==> config.mk <==
export PLATFORM = sky130hd
export DESIGN_NAME = mux41_rr_arb
export DESIGN_NICKNAME = d
export VERILOG_FILES = /design/src/rtl/mux41_rr_arb.sv
export SDC_FILE = /design/constraint.sdc
export NUM_CORES = 1
export LEC_CHECK = 0
export CORE_MARGIN = 4
export CORE_UTILIZATION = 43
export CTS_CLUSTER_DIAMETER = 30
export DETAILED_ROUTE_END_ITERATION = 10
export HOLD_SLACK_MARGIN = 0.02
export PLACE_DENSITY = 0.76
export SYNTH_ARGS = -nofsm -noshare
export SYNTH_HDL_FRONTEND = slang
export SYNTH_SLANG_ARGS = --single-unit
==> constraint.sdc <==
create_clock -name clk -period 1.8 [get_ports clk]
set_input_delay 0.18 -clock clk [delete_from_list [all_inputs] [get_ports clk]]
set_output_delay 0.18 -clock clk [all_outputs]
set_load 0.02 [all_outputs]
==> src/rtl/mux41_rr_arb.sv <==
// mux41_rr_arb: round-robin arbiter that owns the select lines of a shared
// 4:1 one-bit mux. It issues a one-hot grant to one of four requesters.
// A hold limit forces a handover when others are waiting.
//
// state | meaning
// IDLE  | no grant active; select lines hold the last granted index
// BUSY  | owner holds the mux; gnt = onehot(owner)
module mux41_rr_arb #(
    parameter int MAX_HOLD = 4
) (
    input  logic       clk,
    input  logic       rst_n,
    input  logic [3:0] req,
    output logic [3:0] gnt,
    output logic       s0,
    output logic       s1,
    output logic       busy
);

    typedef enum logic {IDLE, BUSY} state_t;

    localparam logic [3:0] HOLD_MAX = 4'(MAX_HOLD);

    state_t     state, state_nx;
    logic [1:0] owner, owner_nx;
    logic [1:0] last, last_nx;
    logic [3:0] cnt, cnt_nx;

    logic [3:0] cand;
    logic       found;
    logic [1:0] win;

    // Round-robin pick: first set bit of vec, starting at ptr+1 and wrapping
    // to ptr itself. Returns {found, index}.
    function automatic logic [2:0] rr_pick(input logic [3:0] vec, input logic [1:0] ptr);
        logic [2:0] res;
        logic [1:0] idx;
        res = 3'b000;
        for (int i = 4; i >= 1; i--) begin
            idx = ptr + 2'(i);
            if (vec[idx]) begin
                res = {1'b1, idx};
            end
        end
        return res;
    endfunction

    // State and arbitration registers
    always_ff @(posedge clk) begin
        if (!rst_n) begin
            state <= IDLE;
            owner <= 2'd0;
            last  <= 2'd3;
            cnt   <= 4'd0;
        end else begin
            state <= state_nx;
            owner <= owner_nx;
            last  <= last_nx;
            cnt   <= cnt_nx;
        end
    end

    // Next-state: the current owner is masked out of the search while BUSY,
    // which covers both release and preemption with one search.
    always_comb begin
        state_nx = state;
        owner_nx = owner;
        last_nx  = last;
        cnt_nx   = cnt;
        cand     = (state == BUSY) ? (req & ~(4'b0001 << owner)) : req;
        {found, win} = rr_pick(cand, last);
        case (state)
            IDLE: begin
                if (found) begin
                    state_nx = BUSY;
                    owner_nx = win;
                    last_nx  = win;
                    cnt_nx   = 4'd1;
                end
            end
            BUSY: begin
                if (!req[owner] || (cnt == HOLD_MAX && found)) begin
                    if (found) begin
                        owner_nx = win;
                        last_nx  = win;
                        cnt_nx   = 4'd1;
                    end else begin
                        state_nx = IDLE;
                        cnt_nx   = 4'd0;
                    end
                end else if (cnt != HOLD_MAX) begin
                    cnt_nx = cnt + 4'd1;
                end
            end
            default: state_nx = IDLE;
        endcase
    end

    // Outputs decode only registered state, so they change only at clock edges
    always_comb begin
        gnt      = (state == BUSY) ? (4'b0001 << owner) : 4'b0000;
        busy     = (state == BUSY);
        {s0, s1} = owner;
    end

endmodule

* After elaboration in Yosys (flattened, before gate mapping) *
Cells that the tools add are included.

operators by class
  add/sub/neg operators = 4
  $lt $le $gt $ge = 5
  equal/unequal tests = 5
  shifts and indexed selects = 1
  muxes and demuxes = 30
  bitwise operators = 3
  reductions and logical operators = 4

operator list
  operator                                                                       number
  4-bit 2-to-1 mux                                                               5
  2-bit by 3-bit less-than comparator with 1-bit output (second input constant)  5
  3-bit 2-to-1 mux                                                               4
  1-bit binary-select mux with 2-bit select                                      5
  1-bit 2-to-1 mux                                                               8
  2-bit 2-to-1 mux                                                               4
  2-bit case mux with 2 select lines                                             2
  4-bit case mux with 2 select lines                                             1
  2-bit adder (second input constant)                                            2
  4-bit by 1-bit adder with 4-bit output (second input constant)                 1
  4-bit AND                                                                      1
  4-bit by 3-bit equality test with 1-bit output (second input constant)         1
  4-bit by 3-bit != test with 1-bit output (second input constant)               1
  4-bit inverter                                                                 1
  1-bit by 2-bit << shifter with 4-bit output (first input constant)             1
  3-bit by 1-bit != test with 1-bit output (second input constant)               1
  2-bit by 1-bit adder with 2-bit output (second input constant)                 1
  2-bit by 1-bit != test with 1-bit output (second input constant)               1
  2-bit != test (second input constant)                                          1
  1-bit case mux with 2 select lines                                             1
  2-bit AND reduction                                                            1
  1-bit logical AND                                                              1
  1-bit logical NOT                                                              1
  1-bit logical OR                                                               1
  1-bit inverter                                                                 1

storage, ports and cells
  bits in registers = 9
  bits of input ports = 6
  output and inout bits = 7
  word-level logic and storage cells = 56

* Depth between registers and ports, before layout *
Gate-level depths: netlist of the first run.

  depth in word-level cells = 14
  gate-level depth with buffers = 7
  gate-level depth less buffers = 7

* Worst setup path before layout of the first run *
No wires, ideal clock.

  path type = register to register
  start point = register state, in the netlist busy
  end point = register owner[0]
  setup time = 0.084 ns
  arrival time = 1.914 ns
  required time = 1.716 ns
  setup slack = -0.198 ns
  stages on the path, launching flop included = 6
  path buffers = 1
  clock period less this slack = 1.998 ns
  path through = dfxtp_1 clkbuf_1 nor3b_1 nor2b_1 a211o_1 o31ai_2

between the ends
  word-level cells in the longest chain between the ends = 10
  elaborated cells on any way between the ends = 20
  those cells by class = 1 x eq/ne; 16 x mux; 1 x bitwise; 2 x reduce/logical

RTL lines
  element                                                                                                RTL line    text
  start: declaration                                                                                     24          state_t state, state_nx;
  start signal: assignment                                                                               56          state <= state_nx;
  4-bit 2-to-1 mux                                                                                       70          cand = (state == BUSY) ? (req & ~(4'b0001 << owner)) : req;
  1-bit binary-select mux with 2-bit select                                                              41          if (vec[idx]) begin
  1-bit 2-to-1 mux (not written as such)                                                                 41
  3-bit 2-to-1 mux (4 in a row)                                                                          41
  2-bit 2-to-1 mux / 1-bit logical AND (equally long branches)                                           74, 83, 82
  2-bit 2-to-1 mux / 1-bit logical OR (equally long branches)                                            82          if (!req[owner] || (cnt == HOLD_MAX && found)) begin
  2-bit case mux with 2 select lines / 2-bit by 1-bit != test with 1-bit output (equally long branches)  --
  end signal: assignment                                                                                 57          owner <= owner_nx;
  end: declaration                                                                                       25          logic [1:0] owner, owner_nx;

Several ways; a longest one is shown, not always the timed one. The select of a mux whose other input is x is not followed.
A chain may end at the register's enable or synchronous reset.

* Worst setup path in the final report of the first run *
  start point = register owner[1]
  end point = register owner[0]

between the ends
  word-level cells in the longest chain between the ends = 13
  elaborated cells on any way between the ends = 25
  those cells by class = 1 x eq/ne; 1 x shift; 18 x mux; 2 x bitwise; 3 x reduce/logical

RTL lines
  element                                                                                                RTL line
  1-bit by 2-bit << shifter with 4-bit output                                                            70
  4-bit inverter                                                                                         70
  4-bit AND                                                                                              70
  4-bit 2-to-1 mux                                                                                       70
  1-bit binary-select mux with 2-bit select                                                              41
  1-bit 2-to-1 mux (not written as such)                                                                 41
  3-bit 2-to-1 mux (4 in a row)                                                                          41
  2-bit 2-to-1 mux / 1-bit logical AND (equally long branches)                                           74, 83, 82
  2-bit 2-to-1 mux / 1-bit logical OR (equally long branches)                                            82
  2-bit case mux with 2 select lines / 2-bit by 1-bit != test with 1-bit output (equally long branches)  --

Several ways; a longest one is shown, not always the timed one. The select of a mux whose other input is x is not followed.

==> results of run 1 <==
-- registers in the layout (all words and copies together), names as in the netlist --
| signal | cells |
|---|---|
| busy | 1 |
| cnt | 4 |
| owner | 2 |
| last | 2 |
-- final cells by class --
| type | count | area, um2 |
|---|---|---|
| Clock buffer | 3 | 22.52 |
| Fill cell | 114 | 451.7 |
| Inverter | 7 | 26.28 |
| Multi-Input combinational cell | 59 | 400.4 |
| Sequential cell | 9 | 183.9 |
| Clock inverter | 1 | 5.005 |
| Tap cell | 15 | 18.77 |
| Timing Repair Buffer | 23 | 209.0 |
-- worst max-delay path by stage --
stage	startpoint	end	slack (ns)	cells past startpoint
after global placement	req[3]	owner[0]	-0.13	6
after CTS	owner[0]	gnt[3]	0.01	4
after floorplan	owner[1]	owner[0]	0.002	5
after detailed placement	req[3]	owner[0]	-0.17	6
final	owner[1]	owner[0]	0.05	5
after global routing	owner[1]	owner[0]	0.009	5
-- Yosys cell counts (all sizes together) --
cell type,n
mux2i,1
nand3,4
mux2,1
inv,7
a2bb2oi,1
o211a,1
o31ai,1
a22oi,1
a211o,1
a21oi,7
clkbuf,1
ha,2
o221ai,1
maj3,1
nand2b,1
nor3b,1
nand3b,1
nand2,12
nor2,6
o21ai,4
a31oi,3
nor3,1
o21a,1
dfxtp,9
a221oi,1
nor2b,1
o22a,1
a311oi,1
o21bai,1
mux4,1
o211ai,1
buf,1
-- worst reg2reg max path, delay by kind of cell, from the launching register on --
family             cells  cell delay (ns)
AOI/OAI and AO/OA      4             0.79
DFF                    1             0.34
muxes                  1             0.53
-- stage by stage --
step | total power [mW] | hold WS [ns] | utilization
2_1_floorplan | 0.4275 | 0.3364 | -
3_3_place_gp | 0.5438 | 0.4946 | 0.6268
3_5_place_dp | 0.5518 | 0.5067 | 0.6268
4_1_cts | 0.7062 | 0.5164 | 0.6477
5_1_grt | 0.7565 | 0.5555 | 0.6572
6_report | 0.7100 | 0.5126 | 0.6572
-- kinds of logic after synthesis --
family          Yosys count
simple gates             27
compound gates           26
buf+inv                   9
flops                     9
mux                       3
fa+ha+maj                 3
-- power groups by stage --
| stage | logic (mW) | registers [mW] | clock network, mW |
|---|---|---|---|
| after detailed placement | 0.289 | 0.262 | 0 |
| after floorplan | 0.163 | 0.264 | 0 |
| after CTS | 0.289 | 0.259 | 0.158 |
| final | 0.294 | 0.261 | 0.156 |
| after global placement | 0.283 | 0.261 | 0 |
| after global routing | 0.319 | 0.265 | 0.172 |
-- timing repair --
item                       4_1_cts  5_1_grt
gates resized for setup          2        5
gates cloned                     0        0
setup endpoints to repair        2        4
pin swaps                        0        0
setup buffers                    0        0
hold buffers                     0        0
-- per-layer routing --
layer / part of all wire / GRT usage / vias up
met5: 0 / 0 / -
met4: 0.023 / 0.09942 / 0
met3: 0.077 / 0.05138 / 8
met2: 0.45 / 0.2841 / 34
met1: 0.45 / 0.2162 / 300
li1: - / - / 332
-- cell usage in the layout, fill, tap and decap left out, types with 2 or more instances in the layout --
master           Yosys  layout
nand2_1             12      12
buf_4                0      11
clkdlybuf4s50_1      0       8
inv_1                7       7
a21oi_1              7       6
dfxtp_1              9       6
nor2_1               6       5
nand3_1              4       4
o21ai_0              4       4
a31oi_1              3       3
dfxtp_2              0       3
clkbuf_4             0       3
dlymetal6s2s_1       0       3
ha_1                 2       2
==> metrics.txt, run 1 <==
H-tree levels 1; Critical path buffers and inverters 0; CORE AREA around 1300 um2; Netlist Area Pre-Place just over 600 um2; share of cells above drive strength 1 0.2451; Die Area between 2000 and 2500 um2; Placed Cells around 110; sw power 254.2 uW; Placement Cell Area around 830 um2; outcome finished clean; YS warnings 0; Rows 13; final worst setup slack roughly 0.051 ns; Critical R2R Capture owner[0]; Final #Nets approximately 110; Syn Area/Cell just under 8 um2; CTS sink cnt 9; Pre-antenna DRT Iters 4; slowest stage delay, CP roughly 0.53 ns; worst slew pin tran 0.4717 ns; Die Ht around 45 um; Root Buffer clkbuf_4; PortBufs 12; min-delay worst type register to register; vias in the first global route ~650; Comb power frac 0.413; Sequential Power Share 0.367; worst-path fanout max 5; area share of the largest cell type after synthesis 0.2981; Synth Area in XOR/XNOR 0; CTS tree built; Ports 13; Syn Inst Count 77; Synth area leaders dfxtp_1 (30%), nand2_1 (7.5%), a21oi_1 (5.8%), inv_1 (4.3%), ha_1 (4.1%); maximum vdd drop 0.6120 mV; CP Data Required Time just under 2 ns; worst-case clock buffer depth 2; setup violators final 0; clock share of power 0.220; number of remaining DRC errors 0; Hold Path Origin cnt[1]; post-synthesis cell type count 32; fmax 0.5718 GHz; sequential-to-total area share from yosys stat 0.2981; drt initial violations 21; antenna violations before repair 0; Clock Latency Late Sink ~0.26 ns; RSZ-0062 raised after global routing false; FF-to-FF Start owner[1]; CP cell instances mux4_2, o211a_1, o21bai_4, a211o_1, o31ai_2; Pwr Density between 800 and 900 nW/um2; Post-Route WL 1676 um; fin crit period around 1.7 ns; Final ANT Viol Nets 0; Yosys reg bits 9; largest area contributor in the netlist dfxtp_1; ant diodes 0; R2R setup slack between 0.05 and 0.06 ns; non-filler cells in the finished layout roughly 120; vias per inst ~5.8; post-DP HPWL 1309 um; Starting Density 0.4587; Worst-path clk slew around 0.07 ns; Worst Hold End cnt[1]; Slowest cell on crit path mux4_2; Pint around 460 uW; Synth Area in Compound Gates 0.3147; CP endpoint kind register; global-route wire length before repair between 2000 and 3000 um; switch share 0.3580; Startpoint Class register; Post-Synth Adder-Cell Area 0.05797; Final Max Tran Viols 0; final instance area 865.8 um2; cell leakage power ~0.42 nW; Worst Skew approximately 0.005 ns; die width approximately 45 um; critical path arrival approximately 1.9 ns; final hold vios 0; critical path type register to register; hold depth 2; period utilisation layout 0.9716; TritonCTS Buffers 3; proportion of synthesized area in mux cells 0.07246; syn_nets 85; via count 674; WL per Instance 14.32 um; R2R cell count 5; delay-heaviest family, CP compound AO/OA/AOI/OAI gates; worst slack at placement -0.1739 ns; synth-to-layout area growth 43.27%; largest family of logic cells by synthesized area compound AO/OA/AOI/OAI gates; GPL Wtd Cong about 0.9; grt total ovfl 0; slew margin rel. 0.6822; Setup Total Neg Slack 0 ns; largest net degree at the start of global routing 8; Max Cap Viol 0; simple-gate share of the synthesized area 0.1988; gr usage total 0.1800
No activity file was read; power rests on OpenSTA's default activity.
==> inputs of run 2 (changes only) <==
--- a/config.mk
+++ b/config.mk
@@ -8,9 +8,11 @@
 export CORE_MARGIN = 4
 export CORE_UTILIZATION = 43
 export CTS_CLUSTER_DIAMETER = 30
+export CTS_CLUSTER_SIZE = 8
 export DETAILED_ROUTE_END_ITERATION = 10
 export HOLD_SLACK_MARGIN = 0.02
 export PLACE_DENSITY = 0.76
 export SYNTH_ARGS = -nofsm -noshare
 export SYNTH_HDL_FRONTEND = slang
 export SYNTH_SLANG_ARGS = --single-unit
+export TNS_END_PERCENT = 20
==> run 2 against run 1 <==
  * Clock skew shrank 0.0042 ns
  * Sequential share of layout area grew 0.41 points
  * Flip-flop and latch count is the same
  * Register-to-register slack is essentially flat
  * First-iteration DRC count shrank 33%
  * Count of clock-buffer cells in the layout grew 1
  * Setup slack gained 0.0018 ns
  * Via count shrank 2.8%
==> metrics.txt, run 2 (synthesized netlist as in run 1, its figures left out) <==
outcome finished clean; critical path arrival between 1.5 and 2 ns; Rows 13; Ports 13; CORE AREA roughly 1300 um2; die width ~45 um; via count approximately 660; post-DP HPWL approximately 1200 um; critical path type register to register; routing usage on met2 0.2841; final instance area 860.8 um2; CP endpoint kind register; fin crit period roughly 1.7 ns; grt total ovfl 0; WL per Instance around 13 um; worst slew pin tran ~0.46 ns; Max Cap Viol 0; Worst-path clk slew 0.06 ns; Clock Latency Late Sink 0.26 ns; Power, Total 701.8 uW; worst-path fanout max 3; Final ANT Viol Nets 0; number of remaining DRC errors 0; period utilisation layout 0.9706; ant diodes 0; slowest stage delay, CP approximately 0.55 ns; GPL Wtd Cong 0.8561; Top Registers cnt x4, last x2, owner x2; FF-to-FF Start owner[1]; most common cell after layout, fill and taps aside nand2_1; RSZ-0062 raised after global routing true; met1 Usage GRT 0.2339; Placed Cells 113; Placement Cell Area 823.3 um2; synth-to-layout area growth 42.44%; CTS tree built; delay-heaviest family, CP compound AO/OA/AOI/OAI gates; largest net degree at the start of global routing 13; vias per inst roughly 5.6; gr usage total 0.1835; final hold vios 0; Largest register FFs 4; final worst setup slack about 0.053 ns; PortBufs 12; TritonCTS Buffers 3; Slowest cell on crit path mux4_2; Setup Total Neg Slack 0 ns; Root Buffer clkbuf_4; GR Util met3 0.03557; commonest cells after routing, fill and taps aside nand2_1 (12), buf_4 (11), clkdlybuf4s50_1 (8); H-tree levels 1; setup violators final 0; crit path from owner[1]; post-layout util 0.6534; Setup Buffers After CTS 0; global-route wire length before repair ~2700 um; Critical R2R Capture owner[0]; cell leakage power 0.4209 nW; worst-case clock buffer depth 2; Worst setup endpoint owner[0]; Critical path buffers and inverters 0; Worst Skew about 0.00085 ns; Startpoint Class register; Post-Route WL around 1600 um; drt initial violations 14; CP Data Required Time ~2 ns; CP Depth 5; fmax about 0.57 GHz; Starting Density 0.4587; global route hottest layer met2; vias in the first global route 619; Final Max Tran Viols 0; Die Area between 2000 and 2500 um2; worst slack at placement -0.1821 ns; slew margin rel. 0.6892; Hold Slack around 0.52 ns; Pwr Density around 820 nW/um2; Pre-antenna DRT Iters 4; min-delay worst type register to register; hold depth 2; CP cell instances mux4_2, o211a_1, o21bai_4, a211o_1, o31ai_2; Hold-fix buffers, CTS 0; R2R cell count 5; Fill cells 111; non-filler cells in the finished layout between 100 and 150; R2R setup slack 0.05 ns; CTS sink cnt 9; Die Ht between 40 and 50 um; most flop-heavy register cnt; share of cells above drive strength 1 0.2157; antenna violations before repair 0; maximum vdd drop 0.4528 mV; Final #Nets 111
==> run 2: cell types whose count changed in the layout (fill, tap and decap cells not counted), sizes merged <==
cell    delta
clkbuf     +1
clkinv     -1
==> run 2: metal layers <==
| metal | vias to the layer above | share of wire |
|---|---|---|
| met1 | 299 | 0.46 |
| met2 | 22 | 0.46 |
| met3 | 4 | 0.062 |
| met4 | 0 | 0.018 |
| met5 | - | 0 |
| li1 | 330 | - |
==> run 2: layout make-up <==
type                    instances  area (um2)  share of cell area
flip-flops and latches          9       186.4              0.2166
repair buffers                 23       209.0              0.2427
clock buffers                   4       26.28             0.03052
multi-input cells              59       394.1              0.4578
inverters                       7       26.28             0.03052
well taps                      15       18.77             0.02180
==> run 2: power breakdown <==
group          leakage [nW]  total (mW)  switching [mW]  internal [mW]
combinational         0.330       0.284           0.137          0.147
sequential           0.0755       0.263          0.0376          0.225
clock                0.0150       0.155          0.0699         0.0854
total                 0.421       0.702           0.244          0.458
==> run 2: what timing repair did <==
item | CTS | global route
resized for setup | 3 | 5
endpoints found under the setup margin | 4 | 7
cloned | 0 | 0
==> run 2: worst reg2reg max path, cell delays in order, from the launching register on <==
cell	delay (ns)
dfxtp_2	0.34
mux4_2	0.55
o211a_1	0.17
o21bai_4	0.18
a211o_1	0.25
o31ai_2	0.17
==> run 2: how the worst min path moves through the flow <==
stage	startpoint	endpoint	slack, ns
after global routing	cnt[1]	cnt[1]	0.56
after CTS	cnt[1]	cnt[1]	0.53
after detailed placement	cnt[1]	cnt[1]	0.51
final	cnt[1]	cnt[1]	0.52
after global placement	cnt[1]	cnt[1]	0.50
after floorplan	rst_n	owner[0]	0.34
==> inputs of run 3 (changes only) <==
--- a/config.mk
+++ b/config.mk
@@ -5,13 +5,14 @@
 export SDC_FILE = /design/constraint.sdc
 export NUM_CORES = 1
 export LEC_CHECK = 0
+export ABC_AREA = 1
 export CORE_MARGIN = 4
-export CORE_UTILIZATION = 43
+export CORE_UTILIZATION = 45
 export CTS_CLUSTER_DIAMETER = 30
 export CTS_CLUSTER_SIZE = 8
 export DETAILED_ROUTE_END_ITERATION = 10
 export HOLD_SLACK_MARGIN = 0.02
-export PLACE_DENSITY = 0.76
+export PLACE_DENSITY = 0.77
 export SYNTH_ARGS = -nofsm -noshare
 export SYNTH_HDL_FRONTEND = slang
 export SYNTH_SLANG_ARGS = --single-unit
==> run 3 against run 2 <==
  * Critical path depth decreased by 1
  * Sequential power increased by 24%
  * Via count grew 15%
  * Clock power rose by 4%
==> metrics.txt, run 3 <==
maximum vdd drop 0.7002 mV; non-filler cells in the finished layout 150; fin crit period between 1.5 and 2 ns; die width 48.09 um; sequential-to-total area share from yosys stat 0.2491; Worst Skew ~0.0064 ns; Die Ht ~48 um; number of remaining DRC errors 0; H-tree levels 1; most common cell after layout, fill and taps aside nand2_1; CTS sink cnt 9; fmax between 0.5 and 0.6 GHz; Clock Latency Late Sink between 0.2 and 0.3 ns; DRT met1 WL between 700 and 800 um; Comb power frac 0.624; largest area contributor in the netlist dfxtp_1; Synth Area in Compound Gates 0.1384; Setup Total Neg Slack 0 ns; CTS tree built; R2R cell count 10; TritonCTS Buffers 3; Die Area 2313 um2; commonest cells after routing, fill and taps aside nand2_1 (33), inv_1 (20), nand3_1 (17); largest family of logic cells by synthesized area simple AND/OR/NAND/NOR gates; Starting Density 0.4801; count leader, synth nand2_1; Synth Area in XOR/XNOR 0.03633; ys flop type dfxtp_1; worst slack at placement approximately 0.04 ns; Max Cap Viol 0; global-route wire length before repair around 2500 um; YS warnings 0; vias per inst just over 5; WL per Instance about 10 um; Hold Slack between 0.5 and 0.6 ns; grt total ovfl 0; Rows 14; met2 wire len 695 um; area share of the largest cell type after synthesis 0.2491; worst slew pin tran ~0.28 ns; vias in the first global route 614; via count around 760; share of cells above drive strength 1 0.1418; Yosys reg bits 9; Worst-path clk slew 0.06 ns; CORE AREA approximately 1500 um2; clock share of power 0.125; final worst setup slack about 0.11 ns; Synth area leaders dfxtp_1 (25%), nand2_1 (17%), nand3_1 (12%), inv_1 (10%), nor2_1 (4.7%); Final ANT Viol Nets 0; Ports 13; worst-case clock buffer depth 2; cell leakage power 0.4770 nW; hold depth 2; uppermost routed layer met4; post_cts resized 0; Top Registers cnt x4, last x2, owner x2; ys async rst share 0; drt initial violations 33; Final Max Tran Viols 0; PortBufs 12; Post-Synth Adder-Cell Area 0.03460; synth-to-layout area growth 24.74%; syn_nets around 130; antenna violations before repair 0; period utilisation layout 0.9381; slew margin rel. 0.8158; Placed Cells between 100 and 150; Sequential Power Share 0.252; Startpoint Class register; Netlist Area Pre-Place roughly 720 um2; Synth top cells by count nand2_1 (33), inv_1 (20), nand3_1 (17); critical path arrival approximately 1.5 ns; Post-Route WL ~1500 um; post-layout util 0.5988; post-synthesis cell type count 22; RSZ-0062 raised after global routing false; setup violators final 0; proportion of synthesized area in mux cells 0; Syn Inst Count 117; simple-gate share of the synthesized area 0.4100; Largest register FFs 4; post-DP HPWL approximately 1200 um; min-delay worst type register to register; met3 wire len 109 um; CP Data Required Time between 1.5 and 2 ns; Final #Nets between 100 and 150; CP endpoint kind primary output; sw power between 600 and 700 uW; worst-path fanout max 8; Setup Buffers After CTS 0; GPL Wtd Cong approximately 0.84; ant diodes 0; EDFF count, synth 0; gr usage total 0.1546; Pre-antenna DRT Iters 4; Syn Area/Cell about 6 um2; switch share 0.4882; Root Buffer clkbuf_4; final hold vios 0; most flop-heavy register cnt; Pwr Density approximately 1400 nW/um2; Pint 661.2 uW; outcome finished clean; largest net degree at the start of global routing 9; Hold-fix buffers, CTS 0; critical path type register to primary output
[run 3: cell count changes after synthesis, sizes merged, moves of 3 or more]
cell,delta
nor2,+5
a21oi,-3
nand3,+13
inv,+15
nand2,+25
xor2,+3
[run 3: path summary, 6_finish.rpt]
check | to | from | slack [ns]
worst max-delay path | gnt[2] | owner[0] | 0.11
worst min register to register | owner[1] | owner[1] | 0.52
worst max register to register | cnt[3] | last[0] | 0.21
worst min-delay path | owner[1] | owner[1] | 0.52
[run 3: worst max-delay path, cell delays in order (launching register included)]
cell and delay (ns):
dfxtp_2 0.36, inv_1 0.10, nand3_1 0.12, inv_1 0.07
clkdlybuf4s50_1 0.59
[run 3: cell type report]
class                           count  area [um2]
Clock buffer                        4       26.28
Fill cell                         136       604.3
Inverter                           22       82.58
Multi-Input combinational cell     84       447.9
Sequential cell                     9       182.7
Tap cell                           16       20.02
Timing Repair Buffer               15       142.6
[run 3: metrics by stage]
step                      power [mW]  area [um2]
final                          1.292       902.1
after global routing           1.418       902.1
after CTS                      1.296       899.6
after detailed placement       1.129       873.3
after global placement         1.110       873.3
after floorplan               0.9223       723.2
[run 3: power by group through the flow]
| stage | clock [mW] | combinational [mW] | sequential, mW |
|---|---|---|---|
| finish | 0.161 | 0.805 | 0.325 |
| global route | 0.176 | 0.909 | 0.334 |
| CTS | 0.167 | 0.808 | 0.321 |
| detailed placement | 0 | 0.803 | 0.326 |
| global placement | 0 | 0.785 | 0.324 |
| floorplan | 0 | 0.611 | 0.312 |
[run 3: kinds of logic (layout without fill, tap and decap cells)]
group | after synthesis | count (layout)
AOI/OAI and AO/OA | 13 | 13
xor gates and xnor gates | 3 | 3
buffers and inverters | 24 | 41
DFF | 9 | 9
adders and majority gates | 2 | 2
and+or+nand+nor | 66 | 66
[run 3: routing by layer]
layer | track usage | vias up
met3 | 0.02214 | 2
met2 | 0.2375 | 26
met5 | 0 | -
met4 | 0.09677 | 0
li1 | - | 401
met1 | 0.2022 | 327
